==> config.mk <==
export PLATFORM = sky130hd
export DESIGN_NAME = button_conditioner
export DESIGN_NICKNAME = d
export VERILOG_FILES = /design/src/rtl/button_conditioner.sv
export SDC_FILE = /design/constraint.sdc
export NUM_CORES = 1
export LEC_CHECK = 0
export CORE_AREA = 3 3 134 136
export DETAILED_ROUTE_END_ITERATION = 10
export DIE_AREA = 0 0 137 139
export PLACE_DENSITY_LB_ADDON = 0.15
export SLEW_MARGIN = 10
export SYNTH_ARGS = -nofsm -noshare
export SYNTH_HDL_FRONTEND = slang
export SYNTH_SLANG_ARGS = --single-unit
==> constraint.sdc <==
create_clock -name clk -period 3.2 [get_ports clk]
set_clock_uncertainty 0.05 [all_clocks]
set_input_delay 0.32 -clock clk [delete_from_list [all_inputs] [get_ports clk]]
set_output_delay 0.32 -clock clk [all_outputs]
set_load 0.005 [all_outputs]
==> src/rtl/button_conditioner.sv <==
// Per-button synchronizer, debouncer and press one-shot producing clean btn_level/btn_pulse.
// Optional hold-to-repeat is built only when BUTTON_AUTOREPEAT_EN is defined.
module button_conditioner #(
    parameter int                 NUM_BTN         = 5,
    parameter int                 DEBOUNCE_CYCLES = 1_000_000,
    parameter int                 REPEAT_DELAY    = 25_000_000,
    parameter int                 REPEAT_RATE     = 7_500_000,
    parameter logic [NUM_BTN-1:0] REPEAT_MASK     = 5'b01111
) (
    input  logic               clk,
    input  logic               rst_n,
    input  logic [NUM_BTN-1:0] btn_raw,
    output logic [NUM_BTN-1:0] btn_level,
    output logic [NUM_BTN-1:0] btn_pulse
);

    localparam int MAX_AB  = (DEBOUNCE_CYCLES > REPEAT_DELAY) ? DEBOUNCE_CYCLES : REPEAT_DELAY;
    localparam int MAX_CYC = (MAX_AB > REPEAT_RATE) ? MAX_AB : REPEAT_RATE;
    localparam int CW      = $clog2(MAX_CYC) + 1;

    localparam logic [CW-1:0] DB_LAST = CW'(DEBOUNCE_CYCLES - 1);

    for (genvar i = 0; i < NUM_BTN; i++) begin : g_ch
        logic          sync1;
        logic          sync2;
        logic          stable;
        logic          pulse;
        logic [CW-1:0] cnt;
        logic          accept;
        logic          rep_fire;

        // stable flips at the coming edge: sync2 has disagreed for the full window
        assign accept = (sync2 != stable) && (cnt == DB_LAST);

        // NOTE: all state uses non-blocking assignments so every flop samples pre-edge values;
        // blocking here would collapse the two synchronizer stages into one.
        always_ff @(posedge clk or negedge rst_n) begin
            if (!rst_n) begin
                sync1 <= 1'b0;
                sync2 <= 1'b0;
            end else begin
                sync1 <= btn_raw[i];
                sync2 <= sync1;
            end
        end

        always_ff @(posedge clk or negedge rst_n) begin
            if (!rst_n) begin
                cnt    <= '0;
                stable <= 1'b0;
            end else if (sync2 == stable) begin
                cnt <= '0;
            end else if (accept) begin
                stable <= sync2;
                cnt    <= '0;
            end else begin
                cnt <= cnt + 1'b1;
            end
        end

`ifdef BUTTON_AUTOREPEAT_EN
        if (REPEAT_MASK[i]) begin : g_rep
            localparam logic [CW-1:0] DELAY_LAST = CW'(REPEAT_DELAY - 1);
            localparam logic [CW-1:0] RATE_LAST  = CW'(REPEAT_RATE - 1);

            logic [CW-1:0] rcnt;
            logic          rep_phase;  // 0: waiting out the initial delay, 1: steady rate

            // rcnt is 0 in the cycle of each pulse; a release edge suppresses firing
            assign rep_fire = stable && !accept &&
                              (rcnt == (rep_phase ? RATE_LAST : DELAY_LAST));

            always_ff @(posedge clk or negedge rst_n) begin
                if (!rst_n) begin
                    rcnt      <= '0;
                    rep_phase <= 1'b0;
                end else if (!stable || accept) begin
                    rcnt      <= '0;
                    rep_phase <= 1'b0;
                end else if (rep_fire) begin
                    rcnt      <= '0;
                    rep_phase <= 1'b1;
                end else begin
                    rcnt <= rcnt + 1'b1;
                end
            end
        end else begin : g_norep
            assign rep_fire = 1'b0;
        end
`else
        assign rep_fire = 1'b0;
`endif

        // registered alongside stable, so the press pulse lines up with btn_level rising
        always_ff @(posedge clk or negedge rst_n) begin
            if (!rst_n) begin
                pulse <= 1'b0;
            end else begin
                pulse <= (accept && sync2) || rep_fire;
            end
        end

        assign btn_level[i] = stable;
        assign btn_pulse[i] = pulse;
    end

endmodule

Word-level counts from Yosys, hierarchy flattened

Index checks and enable logic that the tools add are counted.
W data, S select, Z words.

Add/subtract/negate cells: 5
Equality and inequality tests: 15
Reductions and logical operators: 15
Bitwise gates (word level): 5
Mux-type cells: 10

Operators by type and width:

| operator                | number |
|---|---|
| $mux W26                | 10 |
| $add A26 B1 Y26 const B | 5 |
| $eq A26 B20 Y1 const B  | 5 |
| $logic_and A1 B1 Y1     | 10 |
| $reduce_and A2 Y1       | 5 |
| $eq A1 B1 Y1            | 5 |
| $ne A1 B1 Y1            | 5 |
| $not A1 Y1              | 5 |

Flip-flop bits (word level): 150

Logic depth before layout (Yosys ltp)

Depth after elaboration: 4
Gate-level depth with buffers: 6
Gate-level depth less buffers: 5

Worst setup path before layout

No wires, ideal clock.

Path kind: register to register
Start: register g_ch[1].cnt[0]
End: register g_ch[1].stable
Required time: 3.023 ns
Slack: 1.117 ns
Data arrival time: 1.906 ns
Cell stages (with the launch flop): 6
Cells stage by stage: dfrtp_1 ha_1 nor4b_1 nand4_1 or4_1 mux2_1

Word-level cells in the longest chain between the ends: 3

Ends and longest elaborated chain:

| what                        | RTL line | text |
|---|---|---|
| start, declared             | 28       | `logic [CW-1:0] cnt;` |
| start signal, assigned      | 57       | `cnt <= cnt + 1'b1;` |
| $eq A26 B20 Y1              | 33       | `assign accept = (sync2 != stable) && (cnt == DB_LAST);` |
| $logic_and A1 B1 Y1         | 33       |  |
| $reduce_and A2 Y1 (no line) | --       |  |
| end signal, assigned        | 54       | `stable <= sync2;` |
| end, declared               | 26       | `logic stable;` |

Every way passes these cells.
A chain may end at the register's enable or synchronous reset.

Worst setup path in the final report

Start: register g_ch[1].cnt[0]
End: register g_ch[1].cnt[9]

Word-level cells in the longest chain between the ends: 4
Elaborated cells between the ends (all ways): 5
Classes of those cells: 1 x add/sub; 1 x eq/ne; 2 x mux; 1 x reduce/logical

Ends and longest elaborated chain:

| what                                                                    | RTL line | text |
|---|---|---|
| parallel branches: the longest is 2 deep, another holds $add A26 B1 Y26 | --       |  |
| $mux W26 (*)                                                            | 53       | `end else if (accept) begin` |
| $mux W26 (*)                                                            | 51       | `end else if (sync2 == stable) begin` |

Mark *: on every way between the ends.

==> metrics <==
Async SR Flop Fraction between 90% and 100%; vias in the first global route just under 6000; routed vias/inst 5.86; fin util 50.1%; # placed instances 974; filler instances between 1500 and 2000; TritonRoute pass-1 iters 5; worst slew pin tran between 900 and 1000 ps; slowest CP cell o41ai_4; WL/cell 15.6 microns; syn_area_per_cell roughly 9.9 sq um; CTS Buf Count 17; leakage roughly 3.5 nW; Synth cell types 38; period utilization 80.0%; Synth Instances around 770; Synth Area in XOR/XNOR 7.53%; Slew Limit Fails 0; post-synthesis mux area share less than 1%; worst slack, placed around 650 ps; Final min period around 2600 ps; synth warn 0; Die Y around 140 microns; Slew headroom approximately two fifths; # rows 48; IO Port Bufs 16; antenna violations before repair 0; outcome finished, final reports clean; die width ~140 microns; Layout Nets around 800; post-synthesis compound-gate area fraction about a tenth; CP startpoint kind flip-flop; total grt overflow 0; CTS Root Buffer Type clkbuf_16; top cell type's share of synthesized area 49.7%; Critical Path AT roughly 2800 ps; power per cell area 501 nW/um^2; worst r2r src g_ch[1].cnt[0]; most frequent cell after synthesis dfrtp_1; critical path peak fanout 14; initial core utilization ~44%; R2R Setup Slk ~640 ps; Longest Clk Path Bufs 2; critical path depth 6; CTS tree yes; Min-Delay Path Class in2reg; worst setup margin 641 ps; Layout area overhead 13.1%; via count about 6000; GRT Total Usage 17.5%; post-detail-place hpwl approximately 10000 microns; critical path type reg2reg; first-pass GRT wire length between 20000 and 30000 microns; gpl congestion 0.813; DRC 0; initial DRC count 353; fraction of layout instances using a drive strength above 1 7.16%; Peak VDD IR about 0.41 mV; Crit path largest cell delay between 800 and 900 ps; Skew-Pair Late Insertion Delay around 420 ps; sequential fraction of the synthesis area a little under 50%; final WL ~16000 microns; family with the most delay on the worst path compound AO/OA/AOI/OAI gates; H-tree lvl count 4; most common flop cell mapped by yosys dfrtp_1; die area 19000 sq um; Synthesized Nets around 780; adder-cell share of the synthesized area 1.66%; Synth area leader dfrtp_1; max-cap viol count 0; Reg clk slew, reported paths about 60 ps; Antenna diodes 0; overall power about 4.3 mW; top cells by count, synth dfrtp_1, nor2_1, a21oi_1, nand3_1; crit-path cells ha_1 > nor4b_1 > nand4_1 > o41ai_4 > buf_4 > nor2_1; CP endpoint kind flip-flop; IO Pins 17; core area ~17000 sq um; Final setup viols 0; CP Capture Point g_ch[1].cnt[9]; pin count of the biggest net entering global routing 100; Non-Filler Instances 1007; Worst R2R End g_ch[1].cnt[9]; fmax about 390 MHz; Post-CTS Setup Bufs 0; largest family of logic cells by synthesized area simple AND/OR/NAND/NOR gates; EDFF count, synth 0; WP data required ~3500 ps; Synth Area in Simple Gates a little over a quarter; RSZ-0062 raised after global routing false; dominant cells by area after synthesis dfrtp_1, xor2_1, nand4_1, a21oi_1, or4_1; length in cells of the worst reg-to-reg path 6; Critical path origin g_ch[1].cnt[0]; Final Hold Fails 0; mapped cell area between 7000 and 8000 sq um; CP bufs+invs 1; #FFs+latches synth 150; antenna-violating nets left 0; Total Neg Setup Slack 0 ps; Clock Sinks 150; post-CTS resize count 0
-- power breakdown --
group	internal [mW]	total (mW)	switching, mW
clock	1.42	2.21	0.788
sequential	1.92	1.95	0.0272
combinational	0.0389	0.126	0.0870
total	3.38	4.28	0.902
-- flip-flops by register name, summed over array words and instances (netlist names) --
name and cells:
g_ch.stable 5, g_ch.cnt 130, g_ch.sync1 5, g_ch.sync2 5, g_ch.pulse 5
-- how the worst min path moves through the flow --
stage | slack [ps] | start | cells after the start | endpoint
detailed placement | 280 | g_ch[4].sync1 | 0 | g_ch[4].sync2
CTS | 270 | btn_raw[2] | 1 | g_ch[2].sync1
global route | 270 | btn_raw[2] | 1 | g_ch[2].sync1
global placement | 280 | g_ch[0].sync1 | 0 | g_ch[0].sync2
floorplan | -30 | rst_n | 0 | g_ch[0].cnt[0]
finish | 290 | btn_raw[2] | 1 | g_ch[2].sync1
-- through the flow --
stage	hold WS (ps)	area (sq um)
2_1_floorplan	-25.6	7560
6_report	288	8550
4_1_cts	270	8550
3_5_place_dp	285	7880
3_3_place_gp	283	7880
5_1_grt	266	8550
-- cell usage in the layout, fill, tap and decap left out, drive strengths merged, types with 2 or more instances in the layout --
| cell | n |
|---|---|
| nand3 | 49 |
| and2 | 5 |
| nand4 | 49 |
| clkinvlp | 2 |
| a21oi | 56 |
| clkinv | 6 |
| or2 | 4 |
| and4 | 16 |
| buf | 9 |
| o41ai | 2 |
| ha | 10 |
| and3 | 25 |
| nor4b | 9 |
| bufinv | 5 |
| o21ba | 3 |
| o21a | 3 |
| or4 | 37 |
| nor2 | 72 |
| or4b | 2 |
| xnor2 | 17 |
| o21ai | 25 |
| nand2b | 2 |
| dfrtp | 150 |
| clkdlybuf4s50 | 15 |
| o31ai | 34 |
| clkbuf | 19 |
| mux2 | 5 |
| inv | 12 |
| xor2 | 48 |
| nor4 | 11 |
| or3 | 25 |
| nand2 | 38 |
| nor3 | 10 |
| nor3b | 4 |
-- kinds of logic (layout without fill, tap and decap cells) --
kind of cell / after synthesis / after routing
multiplexers: 6 / 6
flip-flops: 150 / 150
buffers and inverters: 54 / 69
XOR/XNOR: 65 / 65
adder cells (fa/ha/maj): 10 / 10
AO/OA/AOI/OAI: 123 / 123
AND/OR/NAND/NOR: 359 / 359
-- what timing repair did --
action,CTS,global route
setup endpoints to repair,0,0
endpoints found under the hold margin,16,0
hold buffers,1,0
-- area by class of cell --
class / count / area, sq um / area share (%)
flip-flops and latches: 150 / 3750 / 43.9
multi-input cells: 563 / 3570 / 41.8
clock buffers: 19 / 453 / 5.30
well taps: 225 / 282 / 3.29
repair buffers: 25 / 244 / 2.85
clock inverters: 13 / 203 / 2.37
inverters: 12 / 45.0 / 0.527
-- per-layer routing --
metal  vias to the layer above  share of wire (%)  track usage (%)
met5                         -                  0                0
met4                         0                1.1             4.88
met3                        17                3.2             4.46
met2                        77                 49             28.4
met1                      2965                 47             23.2
li1                       2843                  -                -
Power figures use the tool's default switching activity.
